==> src/rtl/arb_param_rr_prio.sv <==
// N-requester arbiter with runtime round-robin / fixed-priority selection.
// A grant is held until the owner releases it or the programmable hold limit expires.
module arb_param_rr_prio #(
  parameter int NUM_REQ  = 4,
  parameter int GNT_W    = $clog2(NUM_REQ),
  parameter int MAX_HOLD = 8
) (
  input  logic               arb_clk,
  input  logic               arb_rst,
  input  logic [NUM_REQ-1:0] arb_req,
  input  logic               arb_done,
  input  logic               arb_mode,
  output logic               arb_gnt_vld,
  output logic [NUM_REQ-1:0] arb_gnt_oh,
  output logic [GNT_W-1:0]   arb_gnt,
  output logic [GNT_W-1:0]   arb_ptr,
  output logic               arb_timeout
);

  typedef enum logic {
    ST_IDLE  = 1'b0,
    ST_GRANT = 1'b1
  } state_t;

  state_t               r_state;
  state_t               w_state_nxt;
  logic                 r_gnt_vld;
  logic                 w_gnt_vld_nxt;
  logic [NUM_REQ-1:0]   r_gnt_oh;
  logic [NUM_REQ-1:0]   w_gnt_oh_nxt;
  logic [GNT_W-1:0]     r_gnt;
  logic [GNT_W-1:0]     w_gnt_nxt;
  logic [GNT_W-1:0]     r_ptr;
  logic [GNT_W-1:0]     w_ptr_nxt;
  logic                 r_timeout;
  logic                 w_timeout_nxt;
  logic [7:0]           r_hold_cnt;
  logic [7:0]           w_hold_cnt_nxt;

  logic                 w_any;
  logic [GNT_W-1:0]     w_win;
  logic [GNT_W-1:0]     w_ptr_inc;
  logic                 w_rel_req;
  logic                 w_rel_done;
  logic                 w_rel_to;

  // Descending scan so the candidate closest to the search start overwrites the rest.
  always_comb begin : winner_sel
    int idx;
    w_any = |arb_req;
    w_win = '0;
    idx   = 0;
    for (int k = NUM_REQ - 1; k >= 0; k--) begin
      if (arb_mode) begin
        if (arb_req[GNT_W'(k)]) w_win = GNT_W'(k);
      end else begin
        idx = (int'(r_ptr) + k) % NUM_REQ;
        if (arb_req[GNT_W'(idx)]) w_win = GNT_W'(idx);
      end
    end
    w_ptr_inc = GNT_W'((int'(w_win) + 1) % NUM_REQ);
  end

  assign w_rel_req  = ~arb_req[r_gnt];
  assign w_rel_done = arb_done;
  assign w_rel_to   = (MAX_HOLD != 0) && (r_hold_cnt == 8'(MAX_HOLD - 1));

  always_comb begin
    w_state_nxt    = r_state;
    w_gnt_vld_nxt  = r_gnt_vld;
    w_gnt_oh_nxt   = r_gnt_oh;
    w_gnt_nxt      = r_gnt;
    w_ptr_nxt      = r_ptr;
    w_timeout_nxt  = 1'b0;
    w_hold_cnt_nxt = r_hold_cnt;
    case (r_state)
      ST_IDLE: begin
        if (w_any) begin
          w_state_nxt    = ST_GRANT;
          w_gnt_vld_nxt  = 1'b1;
          w_gnt_nxt      = w_win;
          w_gnt_oh_nxt   = NUM_REQ'(1) << w_win;
          w_hold_cnt_nxt = 8'd0;
          if (!arb_mode) w_ptr_nxt = w_ptr_inc;
        end
      end
      ST_GRANT: begin
        if (w_rel_req || w_rel_done || w_rel_to) begin
          // Timeout is flagged only when the limit alone forced the release.
          w_state_nxt   = ST_IDLE;
          w_gnt_vld_nxt = 1'b0;
          w_gnt_oh_nxt  = '0;
          w_gnt_nxt     = '0;
          w_timeout_nxt = w_rel_to && !w_rel_req && !w_rel_done;
        end else if (r_hold_cnt != 8'hFF) begin
          w_hold_cnt_nxt = r_hold_cnt + 8'd1;
        end
      end
      default: begin
        w_state_nxt   = ST_IDLE;
        w_gnt_vld_nxt = 1'b0;
        w_gnt_oh_nxt  = '0;
        w_gnt_nxt     = '0;
      end
    endcase
  end

  always_ff @(posedge arb_clk or posedge arb_rst) begin
    if (arb_rst) begin
      r_state    <= ST_IDLE;
      r_gnt_vld  <= 1'b0;
      r_gnt_oh   <= '0;
      r_gnt      <= '0;
      r_ptr      <= '0;
      r_timeout  <= 1'b0;
      r_hold_cnt <= 8'd0;
    end else begin
      r_state    <= w_state_nxt;
      r_gnt_vld  <= w_gnt_vld_nxt;
      r_gnt_oh   <= w_gnt_oh_nxt;
      r_gnt      <= w_gnt_nxt;
      r_ptr      <= w_ptr_nxt;
      r_timeout  <= w_timeout_nxt;
      r_hold_cnt <= w_hold_cnt_nxt;
    end
  end

  assign arb_gnt_vld = r_gnt_vld;
  assign arb_gnt_oh  = r_gnt_oh;
  assign arb_gnt     = r_gnt;
  assign arb_ptr     = r_ptr;
  assign arb_timeout = r_timeout;

  a_gnt_onehot: assert property (@(posedge arb_clk) disable iff (arb_rst)
    (arb_gnt_vld == (|arb_gnt_oh)) && $onehot0(arb_gnt_oh));

endmodule

==> config.mk <==
export PLATFORM = sky130hd
export DESIGN_NAME = arb_param_rr_prio
export DESIGN_NICKNAME = d
export VERILOG_FILES = /design/src/rtl/arb_param_rr_prio.sv
export SDC_FILE = /design/constraint.sdc
export NUM_CORES = 1
export LEC_CHECK = 0
export CAP_MARGIN = 20
export CORE_ASPECT_RATIO = 0.9
export CORE_MARGIN = 2
export CORE_UTILIZATION = 47
export DETAILED_ROUTE_END_ITERATION = 12
export GPL_TIMING_DRIVEN = 0
export HOLD_SLACK_MARGIN = 0.15
export PLACE_DENSITY = 0.79
export SYNTH_ARGS = -nofsm -noshare
export SYNTH_HDL_FRONTEND = slang
export SYNTH_SLANG_ARGS = --single-unit
export TNS_END_PERCENT = 50
==> constraint.sdc <==
create_clock -name arb_clk -period 2.2 [get_ports arb_clk]
set_input_delay 0.44 -clock arb_clk [delete_from_list [all_inputs] [get_ports arb_clk]]
set_output_delay 0.44 -clock arb_clk [all_outputs]
set_load 0.01 [all_outputs]
Word-level counts from Yosys, hierarchy flattened
Index checks and enable logic that the tools add are counted.

Register bits after elaboration: 19. Output and inout bits: 10. Logic and storage cells: 78.

Equal/unequal tests: 6. Shift-type cells: 1. Reductions and logical operators: 9. $add $sub $neg: 5. Muxes and demuxes: 42. Bitwise logic cells: 3. Order comparisons: 5.

Operator list (number): 2-bit 2-to-1 mux (12); 8-bit 2-to-1 mux (3); 2-bit by 4-bit less-than comparator with 1-bit output, second input constant (4); 8-bit case mux with 2 select lines (1); 1-bit 2-to-1 mux (15); 1-bit binary-select mux with 2-bit select (5); 8-bit by 1-bit adder with 8-bit output, second input constant (1); 8-bit by 3-bit equality test with 1-bit output, second input constant (1); 4-bit 2-to-1 mux (2); 8-bit inequality test, second input constant (1); 4-bit case mux with 2 select lines (1); 3-bit AND reduction (2); 2-bit by 1-bit adder with 2-bit output, second input constant (2); 2-bit adder, second input constant (2); 2-bit by 1-bit inequality test with 1-bit output, second input constant (2); 2-bit inequality test, second input constant (2); 1-bit case mux with 2 select lines (2); 2-bit case mux with 2 select lines (1); 4-bit OR reduction (1); 1-bit by 2-bit << shifter with 4-bit output, first input constant (1); 2-bit by 3-bit less-than comparator with 1-bit output, second input constant (1); 1-bit NOT (3); 1-bit logical AND (2); 1-bit logical OR (2); other kinds (2) (2).

Depth between registers and ports, before layout
Word-level depth: 15. Gate-level depth with buffers: 8.

Least setup slack after synthesis
No wires, ideal clock.

Path type: reg-to-reg. Start: register r_ptr[1] (netlist: arb_ptr[1]). End: register r_ptr[1] (netlist: arb_ptr[1]). Arrival: 2.304 ns. Stages on the path, launching flop included: 9. Required time: 2.075 ns. Slack: -0.229 ns. Cells stage by stage: dfrtp_1 clkbuf_1 nor2_1 and2_1 or4b_2 o311ai_0 inv_1 ha_1 mux2_2.

Longest elaborated chain between the ends: 13. Elaborated cells between the ends (all ways): 26. Classes of those cells: add/sub: 4; mux: 22.

Ends and longest elaborated chain: start, declared (line 33) `logic [GNT_W-1:0] r_ptr;`; start signal, assigned (line 122) `r_ptr <= w_ptr_nxt;`; 2-bit adder (line 57) `idx = (int'(r_ptr) + k) % NUM_REQ;`; 1-bit binary-select mux with 2-bit select (line 58) `if (arb_req[GNT_W'(idx)]) w_win = GNT_W'(idx);`; 1-bit 2-to-1 mux (implied by the code) (2 in series) (line 58); 2-bit 2-to-1 mux (line 58); 2-bit 2-to-1 mux (line 54) `if (arb_mode) begin`; 2-bit 2-to-1 mux (line 58); 2-bit 2-to-1 mux (line 54); 2-bit 2-to-1 mux (on tied branches) (line 58, 55); 2-bit 2-to-1 mux (line 54); 2-bit 2-to-1 mux (on tied branches) (line 58, 55); 2-bit 2-to-1 mux * (line 54); 2-bit by 1-bit adder with 2-bit output * (line 61) `w_ptr_inc = GNT_W'((int'(w_win) + 1) % NUM_REQ);`; via w_ptr_inc[1] (line 42) `logic [GNT_W-1:0] w_ptr_inc;`.

Mark *: on every way through the listed nets, which the timed path passes. The rest lies on a longest branch. The select of a mux whose other input is x is not followed. A chain may end at the register's enable or synchronous reset.

Worst setup path after layout
Start: input arb_req[2]. End: register r_ptr[1] (netlist: arb_ptr[1]).

Longest elaborated chain between the ends: 12. Elaborated cells between the ends (all ways): 25. Classes of those cells: add/sub: 1; mux: 22; reduce/logical: 2.

Ends and longest elaborated chain: start, declared (line 10) `input logic [NUM_REQ-1:0] arb_req,`; 1-bit binary-select mux with 2-bit select (line 58); 1-bit 2-to-1 mux (implied by the code) (2 in series) (line 58); 2-bit 2-to-1 mux (line 58); 2-bit 2-to-1 mux (line 54); 2-bit 2-to-1 mux (line 58); 2-bit 2-to-1 mux (line 54); 2-bit 2-to-1 mux (on tied branches) (line 58, 55); 2-bit 2-to-1 mux (line 54); 2-bit 2-to-1 mux (on tied branches) (line 58, 55); 2-bit 2-to-1 mux * (line 54); 2-bit by 1-bit adder with 2-bit output * (line 61); via w_ptr_inc[1] (line 42).

Marks and branches as above.

==> summary.txt <==
CP max FO: 7
Fraction of layout cells with a size suffix above 1: 19.8%
IO Pins: 18
Clock transition at path regs: 0.11 ns
Post-Syn Nets: 122
Antenna cells: 0
CP Depth: 8
DP HPWL: 1750 um
Port bufs: 17
FF-to-FF setup slack: 0.08 ns
HP Class: register to register
Max VDD drop: 0.000763 V
GRT Util Overall: 21.9%
Core area: 2200 um^2
Final wirelength: 2550 um
Number of global-route vias before repair: 913
Crit path cell chain: dlygate4sd2_1, nor2b_1, o21ai_0, or4b_4, o311ai_4, inv_1, ha_1, mux2_4
Total die area: 2740 um^2
Synth Register Bits: 19
Final setup vio count: 0
Worst setup path start: arb_req[2]
Tcrit/Tclk final: 97.2%
Gr ovfl total: 0
Most frequent cells in the layout: 18 x dfrtp_1, 13 x clkdlybuf4s50_1, 9 x nand2_1, 7 x nor2_1, 6 x inv_1
Dpl ws: -0.653 ns
Finished Layout Cells: 158
Worst Skew: 0.00671 ns
FILL cells: 189
DRC viols: 0
Via density per instance: 6.07
Tmin final: 2.14 ns
Pwr/cell area: 1030 nW/um^2
Mean post-synth cell area: 10.1 um^2
Final antenna-violating net count: 0
Final core utilization: 64.7%
Relative slew slack: 50.2%
Leak pwr: 0.626 nW
CP peak stage delay: 0.49 ns
Cell family with most CP delay: simple AND/OR/NAND/NOR gates
Synth cell types: 42
Tightest Pin Transition: 0.746 ns
PnR worst setup slack: 0.0619 ns
Synthesized instance count: 109
Worst Path Required: 2.40 ns
Post-Syn Area: 1100 um^2
Multi-input logic area: 663 um^2
DRT iter0 DRCs: 24
CTS Root Cell: clkbuf_4
Initial Util: 49.9%
Initial antenna violation count: 0
Largest net degree at the start of global routing: 20
CP max stage cell: or4b_4
Startpoint types: input port
H-tree levels: 1
CP arrival: 2.34 ns
Routed via count: 959
Crit. End Element: register
Top_reg_cell synth: dfrtp_1
Reg2Reg Depth: 8
FMAX: 468 MHz
Clk_lat worst skew: 0.30 ns
Post-synth EDFFs: 0
WL/cell: 16.1 um
Synth area leaders: dfrtp_1 43%, ha_1 5.7%, mux2i_1 4.6%, mux2_2 4.1%, a22o_1 4.0%
Asr flop ratio synth: 100%
CTS tree: done
DRT Pass-1 Iters: 4
Die Wd: 55.0 um
First-pass GRT wire length: 4270 um
Row count: 16
CTS buffer count: 3
Critical path class: input port to register
Seq/Total Area, Yosys: 43.2%
Commonest non-fill, non-tap cell in the layout: dfrtp_1
Synth area leader: dfrtp_1
CTS max path bufs: 2
Inst Count DP: 153
CTS Sinks: 19
Fin. max-slew vios: 0
Final nets: 145
Synth Warn #: 0
Reg2reg start: arb_ptr[1]
Sequential cell area: 477 um^2
Syn-to-layout area delta: 29.6%
Die H: 49.9 um
Placer Congestion: 0.852
RR Endpoint: arb_ptr[1]
Final hold vios: 0
Top-area cell type share of the netlist area: 43.2%
Setup crit end: arb_ptr[1]
Max_cap viols: 0
Result of the run: finished, final reports clean
Buf/Inv on CP: 2
-- Yosys cell counts, types with 2 or more instances --
cell type and number:
dfrtp_1 19, nand2_1 9, nor2_1 8, inv_1 6, a22o_1 5, ha_1 5
mux2i_1 5, mux2_2 4, nand3_1 3, o21ai_0 3, xnor2_1 3, and3_1 2
clkbuf_1 2, nand4_1 2, nor2b_1 2, nor3_1 2, nor3b_1 2, nor4_1 2
o21ai_1 2
-- worst min-delay path by stage --
stage                  start            end  cells past startpoint
2_1_floorplan        arb_rst     arb_gnt[0]                      1
3_3_place_gp     arb_gnt_vld    arb_gnt_vld                      1
3_5_place_dp     arb_gnt_vld    arb_gnt_vld                      1
4_1_cts        r_hold_cnt[6]  r_hold_cnt[6]                      1
5_1_grt          arb_gnt_vld    arb_gnt_vld                      1
6_report       r_hold_cnt[6]  r_hold_cnt[6]                      1
-- cell type report --
| type | count | share of cell area (%) |
|---|---|---|
| multi-input cells | 81 | 46.5 |
| flip-flops and latches | 19 | 33.5 |
| repair buffers | 19 | 12.6 |
| well taps | 27 | 2.37 |
| clock buffers | 3 | 1.58 |
| inverters | 6 | 1.58 |
| plain buffers | 2 | 1.32 |
| clock inverters | 1 | 0.527 |
-- per-stage QoR --
stage / setup TNS (ns) / hold slack (ns) / area [um^2] / power [mW]
after floorplan: 0 / 0.391 / 1130 / 0.943
after global placement: -6.42 / 0.466 / 1340 / 1.17
after detailed placement: -6.83 / 0.482 / 1340 / 1.20
after CTS: 0 / 0.505 / 1390 / 1.42
after global routing: -0.000620 / 0.523 / 1430 / 1.58
final: 0 / 0.497 / 1430 / 1.47
-- worst register-to-register path: cells and delay by family, from the launching register on --
family,cells,cell delay (ns)
simple gates,3,0.70
buf+inv,2,0.26
fa+ha+maj,1,0.28
flops,1,0.39
mux,1,0.26
compound gates,1,0.13
-- routing by layer --
metal	routed length [um]	GRT usage (%)	up-vias
li1	-	-	446
met1	1100	28.2	478
met5	0	0	-
met4	38	6.91	0
met3	138	7.88	6
met2	1270	33.7	29
-- flip-flops by register name, indices dropped and copies added (netlist names) --
register / flops
arb_gnt: 2
arb_gnt_oh: 4
arb_timeout: 1
r_state: 1
r_hold_cnt: 8
arb_ptr: 2
arb_gnt_vld: 1
-- repair_timing --
| item | 4_1_cts | 5_1_grt |
|---|---|---|
| buffers inserted | 2 | 0 |
| hold buffers | 0 | 0 |
| pin swaps | 2 | 1 |
| setup endpoints to repair | 11 | 10 |
| gates resized for setup | 6 | 9 |
-- cell families after synthesis --
kind of cell | after synthesis | synth area share [%]
adders and majority gates | 5 | 5.69
AOI/OAI and AO/OA | 22 | 15.4
and+or+nand+nor | 42 | 21.6
xor gates and xnor gates | 3 | 2.39
muxes | 9 | 8.65
DFF | 19 | 43.2
buffers and inverters | 9 | 3.07
-- power by group --
group	switching, mW	internal, mW
registers	0.105	0.445
logic	0.355	0.385
clock network	0.114	0.0694
total	0.575	0.900
Note: power is estimated with default switching activity, not from simulation.
